==> config.mk <==
export PLATFORM = sky130hd
export DESIGN_NAME = mult8_sched_flat
export DESIGN_NICKNAME = d
export VERILOG_FILES = /design/src/rtl/mult8_sched_if.sv /design/src/rtl/mult8_sched.sv /design/src/flat_wrapper.sv
export SDC_FILE = /design/constraint.sdc
export NUM_CORES = 1
export LEC_CHECK = 0
export ABC_AREA = 0
export CAP_MARGIN = 30
export CORE_MARGIN = 4
export CORE_UTILIZATION = 58
export DETAILED_ROUTE_END_ITERATION = 10
export GPL_TIMING_DRIVEN = 0
export PLACE_DENSITY_LB_ADDON = 0.25
export SLEW_MARGIN = 15
export SYNTH_ARGS = -nofsm -noshare
export SYNTH_HDL_FRONTEND = slang
export SYNTH_SLANG_ARGS = --single-unit
export TNS_END_PERCENT = 30
==> constraint.sdc <==
create_clock -name clk_i -period 4.05 [get_ports clk_i]
set_input_delay 0.6075 -clock clk_i [delete_from_list [all_inputs] [get_ports clk_i]]
set_output_delay 0.6075 -clock clk_i [all_outputs]
set_load 0.05 [all_outputs]
==> src/rtl/mult8_sched_if.sv <==
// Bus between the 8x8 multiply sequencer, its requester and the shared 4x4
// array multiplier.
//   start     request a new multiply (honoured only while idle)
//   a, b      8-bit operands, captured when a request is accepted
//   ma, mb    operand nibbles presented to the shared 4x4 multiplier
//   mp        8-bit product returned combinationally by that multiplier
//   busy      sequencer is not idle
//   done      one-cycle pulse, p holds the new result
//   p         last completed 16-bit product
// master: requester and multiplier side. slave: the sequencer.
interface mult8_sched_if;
    logic        start;
    logic [7:0]  a;
    logic [7:0]  b;
    logic [3:0]  ma;
    logic [3:0]  mb;
    logic [7:0]  mp;
    logic        busy;
    logic        done;
    logic [15:0] p;

    modport master (output start, a, b, mp,
                    input  ma, mb, busy, done, p);

    modport slave  (input  start, a, b, mp,
                    output ma, mb, busy, done, p);
endinterface

==> src/rtl/mult8_sched.sv <==
// Unsigned 8x8 -> 16-bit multiply sequencer built around one shared,
// combinational 4x4 multiplier. The four nibble partial products are taken
// on consecutive cycles and summed with zero-filled shifts.
// Ports:
//   clk_i  system clock, rising edge
//   rst_i  synchronous active-high reset
//   bus    mult8_sched_if.slave (start/a/b in, ma/mb out, mp in,
//          busy/done/p out)
// Parameter:
//   EARLY_ZERO  when 1, a request with a zero operand skips the partial
//               products and completes with p = 0 one edge later.
//
// state | meaning
// IDLE  | waiting for start; ma/mb = 0
// LL    | low A nibble x low B nibble, added unshifted
// LH    | low A nibble x high B nibble, added << 4
// HL    | high A nibble x low B nibble, added << 4
// HH    | high x high, added << 8 straight into p; done registered
// DONE  | done high, p valid; ma/mb = 0
module mult8_sched #(
    parameter bit EARLY_ZERO = 1'b0
) (
    input  logic               clk_i,
    input  logic               rst_i,
    mult8_sched_if.slave       bus
);

    typedef enum logic [2:0] {
        S_IDLE,
        S_LL,
        S_LH,
        S_HL,
        S_HH,
        S_DONE
    } state_t;

    state_t      state_q, state_d;
    logic [7:0]  ar_q, ar_d;
    logic [7:0]  br_q, br_d;
    logic [15:0] acc_q, acc_d;
    logic [15:0] p_q, p_d;
    logic        done_q, done_d;
    logic [3:0]  ma, mb;

    always_ff @(posedge clk_i) begin
        if (rst_i) begin
            state_q <= S_IDLE;
            ar_q    <= '0;
            br_q    <= '0;
            acc_q   <= '0;
            p_q     <= '0;
            done_q  <= 1'b0;
        end else begin
            state_q <= state_d;
            ar_q    <= ar_d;
            br_q    <= br_d;
            acc_q   <= acc_d;
            p_q     <= p_d;
            done_q  <= done_d;
        end
    end

    // Nibble selects come only from state and the captured operands, so
    // there is no combinational path from a/b through mp back into ma/mb.
    always_comb begin
        state_d = state_q;
        ar_d    = ar_q;
        br_d    = br_q;
        acc_d   = acc_q;
        p_d     = p_q;
        done_d  = 1'b0;
        ma      = 4'd0;
        mb      = 4'd0;

        unique case (state_q)
            S_IDLE: begin
                if (bus.start) begin
                    ar_d  = bus.a;
                    br_d  = bus.b;
                    acc_d = '0;
                    if (EARLY_ZERO && (bus.a == 8'd0 || bus.b == 8'd0)) begin
                        p_d     = '0;
                        done_d  = 1'b1;
                        state_d = S_DONE;
                    end else begin
                        state_d = S_LL;
                    end
                end
            end
            S_LL: begin
                ma      = ar_q[3:0];
                mb      = br_q[3:0];
                acc_d   = acc_q + {8'd0, bus.mp};
                state_d = S_LH;
            end
            S_LH: begin
                ma      = ar_q[3:0];
                mb      = br_q[7:4];
                acc_d   = acc_q + {4'd0, bus.mp, 4'd0};
                state_d = S_HL;
            end
            S_HL: begin
                ma      = ar_q[7:4];
                mb      = br_q[3:0];
                acc_d   = acc_q + {4'd0, bus.mp, 4'd0};
                state_d = S_HH;
            end
            S_HH: begin
                ma      = ar_q[7:4];
                mb      = br_q[7:4];
                // Final term goes straight to p; 255*255 fits in 16 bits.
                p_d     = acc_q + {bus.mp, 8'd0};
                done_d  = 1'b1;
                state_d = S_DONE;
            end
            S_DONE: begin
                state_d = S_IDLE;
            end
            default: begin
                state_d = S_IDLE;
            end
        endcase
    end

    assign bus.ma   = ma;
    assign bus.mb   = mb;
    assign bus.busy = (state_q != S_IDLE);
    assign bus.done = done_q;
    assign bus.p    = p_q;

endmodule

==> src/flat_wrapper.sv <==
// flat-port wrapper written by rule: the top's interface ports become plain ports
module mult8_sched_flat 
#(
    parameter bit EARLY_ZERO = 1'b0
)
  (clk_i, rst_i, bus_start, bus_a, bus_b, bus_mp, bus_ma, bus_mb, bus_busy, bus_done, bus_p);
  mult8_sched_if bus_i ();
  input  logic clk_i;
  input  logic rst_i;
  input wire logic [$bits(bus_i.start)-1:0] bus_start;
  input wire logic [$bits(bus_i.a)-1:0] bus_a;
  input wire logic [$bits(bus_i.b)-1:0] bus_b;
  input wire logic [$bits(bus_i.mp)-1:0] bus_mp;
  output wire logic [$bits(bus_i.ma)-1:0] bus_ma;
  output wire logic [$bits(bus_i.mb)-1:0] bus_mb;
  output wire logic [$bits(bus_i.busy)-1:0] bus_busy;
  output wire logic [$bits(bus_i.done)-1:0] bus_done;
  output wire logic [$bits(bus_i.p)-1:0] bus_p;
  assign bus_i.start = bus_start;
  assign bus_i.a = bus_a;
  assign bus_i.b = bus_b;
  assign bus_i.mp = bus_mp;
  assign bus_ma = bus_i.ma;
  assign bus_mb = bus_i.mb;
  assign bus_busy = bus_i.busy;
  assign bus_done = bus_i.done;
  assign bus_p = bus_i.p;
  mult8_sched #(.EARLY_ZERO(EARLY_ZERO)) u_core (.clk_i(clk_i), .rst_i(rst_i), .bus(bus_i));
endmodule
==> metrics.md <==
| Metric | Value |
|---|---|
| Tcrit/Tclk final | `81.4%` |
| Post-Syn Nets | `480` |
| Routed vias | `3394` |
| Multi-input logic area | `0.00208 mm^2` |
| Type of origin of the critical path | `flop` |
| CP Capture Type | `output port` |
| FFs w/ async S/R, synth | `0%` |
| Most frequent cells in the layout | `nand2_1 (81), dfxtp_1 (52), a21oi_1 (51), clkdlybuf4s50_1 (51), nor2_1 (29)` |
| CP Data Required Time | `3.44 ns` |
| Register Area | `0.00104 mm^2` |
| Gate Count Post-Synth | `427` |
| P&R area growth vs syn | `21.1%` |
| Antenna diodes | `0` |
| TritonRoute pass-1 iters | `5` |
| Synthesis Warnings | `0` |
| Core ar. | `0.00551 mm^2` |
| Worst Hold Depth | `2` |
| Clock Skew | `0.00469 ns` |
| Slew HR | `49.9%` |
| Leak | `1.44 nW` |
| Worst Hold Path EP | `u_core.br_q[5]` |
| Max-cap violations | `0` |
| Avg Inst Size Synth | `7.70 um^2` |
| Core Util, Final | `72.3%` |
| RSZ-0062 raised after global routing | `no` |
| Worst-Margin Slew | `0.749 ns` |
| H-tree levels | `2` |
| Gr ovfl total | `0` |
| Pwr Density | `330 mW/mm^2` |
| Setup TNS | `0 ns` |
| CP max stage cell | `clkdlybuf4s50_1` |
| Hold buffer count at CTS | `0` |
| Share of cells above drive strength 1 | `5.14%` |
| # setup viols final | `0` |
| Primary FF master, synth | `dfxtp_1` |
| Worst-path maximum fanout | `10` |
| CTS tree | `built` |
| Die ar. | `0.00694 mm^2` |
| Post-DP HPWL | `7010 um` |
| Post-CTS Setup Inserts | `0` |
| Worst r2r dst | `u_core.acc_q[14]` |
| Starting DRT DRC Count | `306` |
| WL met2 | `4400 um` |
| Peak Freq | `303 MHz` |
| Most Frequent Cell on Critical Path | `nand2_1` |
| Final #Nets | `538` |
| Antenna violation net count after detailed routing | `0` |
| Min-delay worst type | `reg -> reg` |
| Rows | `27` |
| Residual DRC count | `0` |
| Gpl congestion | `0.932` |
| Worst Path Arrival | `2.69 ns` |
| Gr usage total | `27.1%` |
| Longest Clk Path Bufs | `2` |
| Initial antenna violation count | `0` |
| Number of global-route vias before repair | `3362` |
| Hold Vio Cnt, Final | `0` |
| CP Class | `reg -> out` |
| Flops & latches, synth | `52` |
| VDD IR-drop max | `296 uV` |
| CP bufs+invs | `3` |
| Synth Cell Area | `0.00329 mm^2` |
| Outcome | `finished clean` |
| Post-CTS sizing | `0` |
| Die Y | `83.3 um` |
| Via/cell ratio | `6.08` |
| Sequential fraction of the synthesis area | `31.7%` |
| Final wirelength | `9090 um` |
| Initial core utilization | `59.7%` |
| I/O Pins | `53` |
| Delay of the slowest critical-path stage | `0.85 ns` |
| Most common cell after layout, fill and taps aside | `nand2_1` |
| Sink Count | `52` |
| Min Tclk post-route | `3.30 ns` |
| Clk slew on worst S/H paths | `0.09 ns` |
| Max Slew Vio Count | `0` |
| Crit-path cells | `inv_2 -> nand2_1 -> nor2_1 -> clkbuf_1 -> nand2_1 -> o21ai_0 -> clkdlybuf4s50_1` |
| Met3 WL post-DR | `580 um` |
| Hold Path Origin | `u_core.br_q[5]` |
| Reg2reg path depth | `9` |
| First-pass GRT wire length | `15600 um` |
| EDFF count, synth | `0` |
| Die W | `83.3 um` |
| Clk_lat worst skew | `0.30 ns` |
| Fillers | `459` |
| R2R Setup Slk | `1.59 ns` |
| Top routing layer in use | `met4` |
| Wl on met1 | `3860 um` |
| Largest net degree at the start of global routing | `16` |
| Yosys cell types | `54` |
| Cts bufs inserted | `5` |
| Routed wire length per instance | `16.3 um` |
| CTS root buf | `clkbuf_8` |
| Port Buffers | `51` |
| Top Family by Delay on Critical Path | `buffers and inverters` |
| Reg-to-reg startpoint | `u_core.acc_q[4]` |
## per-layer routing
| metal | GRT usage, % | vias to the layer above |
|---|---|---|
| met3 | 4.76 | 29 |
| li1 | - | 1653 |
| met5 | 0 | - |
| met4 | 10.5 | 0 |
| met2 | 45.3 | 124 |
| met1 | 34.6 | 1588 |
## per-stage QoR
step | setup slack [ns] | hold slack [ns] | std cells | cell area, um^2 | total power [W]
CTS | 0.746 | 0.463 | 558 | 3980 | 0.00131
finish | 0.754 | 0.459 | 558 | 3980 | 0.00132
floorplan | 1.49 | 0.436 | 427 | 3290 | 0.000880
detailed placement | 0.900 | 0.450 | 550 | 3890 | 0.00101
global route | 0.606 | 0.476 | 558 | 3980 | 0.00139
global placement | 0.932 | 0.441 | 550 | 3890 | 0.000995
## cell usage after synthesis, types with 3 or more instances
| cell type | instances | area (um^2) |
|---|---|---|
| nand2_1 | 81 | 304 |
| dfxtp_1 | 52 | 1040 |
| a21oi_1 | 51 | 255 |
| nor2_1 | 29 | 109 |
| ha_1 | 23 | 288 |
| o21ai_0 | 22 | 110 |
| inv_1 | 16 | 60.1 |
| clkbuf_1 | 12 | 45.0 |
| a211oi_1 | 9 | 67.6 |
| a31oi_1 | 9 | 56.3 |
| nor3_1 | 9 | 45.0 |
| xnor2_1 | 9 | 78.8 |
| a22oi_1 | 7 | 52.6 |
| buf_2 | 7 | 35.0 |
| nand3_1 | 6 | 30.0 |
| o21a_1 | 6 | 45.0 |
| a21o_1 | 4 | 30.0 |
| a22o_1 | 4 | 35.0 |
| mux2_2 | 4 | 45.0 |
| nand2b_1 | 4 | 25.0 |
| nor2b_1 | 4 | 25.0 |
| o211ai_1 | 4 | 30.0 |
| xor2_1 | 4 | 35.0 |
| and2_1 | 3 | 18.8 |
| fa_1 | 3 | 60.1 |
| nand4_1 | 3 | 18.8 |
| nand4bb_1 | 3 | 33.8 |
| nor4_1 | 3 | 18.8 |
| o31ai_1 | 3 | 22.5 |
## worst max path at each step
stage                           start               end  cells past startpoint  slack, ns
floorplan           u_core.state_q[0]         bus_ma[0]                      4       1.49
global placement            bus_mp[0]  u_core.acc_q[14]                     10       0.93
detailed placement          bus_mp[0]  u_core.acc_q[14]                     10       0.90
CTS                 u_core.state_q[1]         bus_ma[2]                      7       0.75
global route        u_core.state_q[1]         bus_ma[2]                      7       0.61
finish              u_core.state_q[1]         bus_ma[2]                      7       0.75
## registers in the layout, indices dropped and copies added (netlist names)
register,count
u_core.bus.p,16
u_core.state_q,3
u_core.br_q,8
u_core.bus.done,1
u_core.acc_q,16
u_core.ar_q,8
## kinds of logic (layout without fill, tap and decap cells)
family | count (synthesis) | count (layout) | share of synthesized area [%]
fa+ha+maj | 26 | 26 | 10.6
flops | 52 | 52 | 31.7
simple gates | 156 | 156 | 21.8
buf+inv | 39 | 98 | 5.02
compound gates | 136 | 136 | 25.8
xor+xnor | 13 | 13 | 3.46
mux | 5 | 5 | 1.67
## tightest hold or removal path, cell delays in order, from the launching register on
cell     delay (ns)
dfxtp_1        0.32
nand2_1        0.05
a21oi_1        0.05
## where the power goes
part           internal (W)  total [W]  switching [W]  leakage, nW
Clock              0.000139   0.000306       0.000167       0.0445
Combinational      0.000170   0.000431       0.000261        0.971
Sequential         0.000542   0.000577      0.0000351        0.423
## layout make-up
cell class	instances	share of cell area, %
Tap cell	72	2.26
Timing Repair Buffer	51	12.8
Inverter	17	1.60
Sequential cell	52	26.1
Buffer	22	2.55
Multi-Input combinational cell	336	52.3
Clock buffer	7	2.17
Clock inverter	1	0.189
Power figures use the tool's default switching activity.
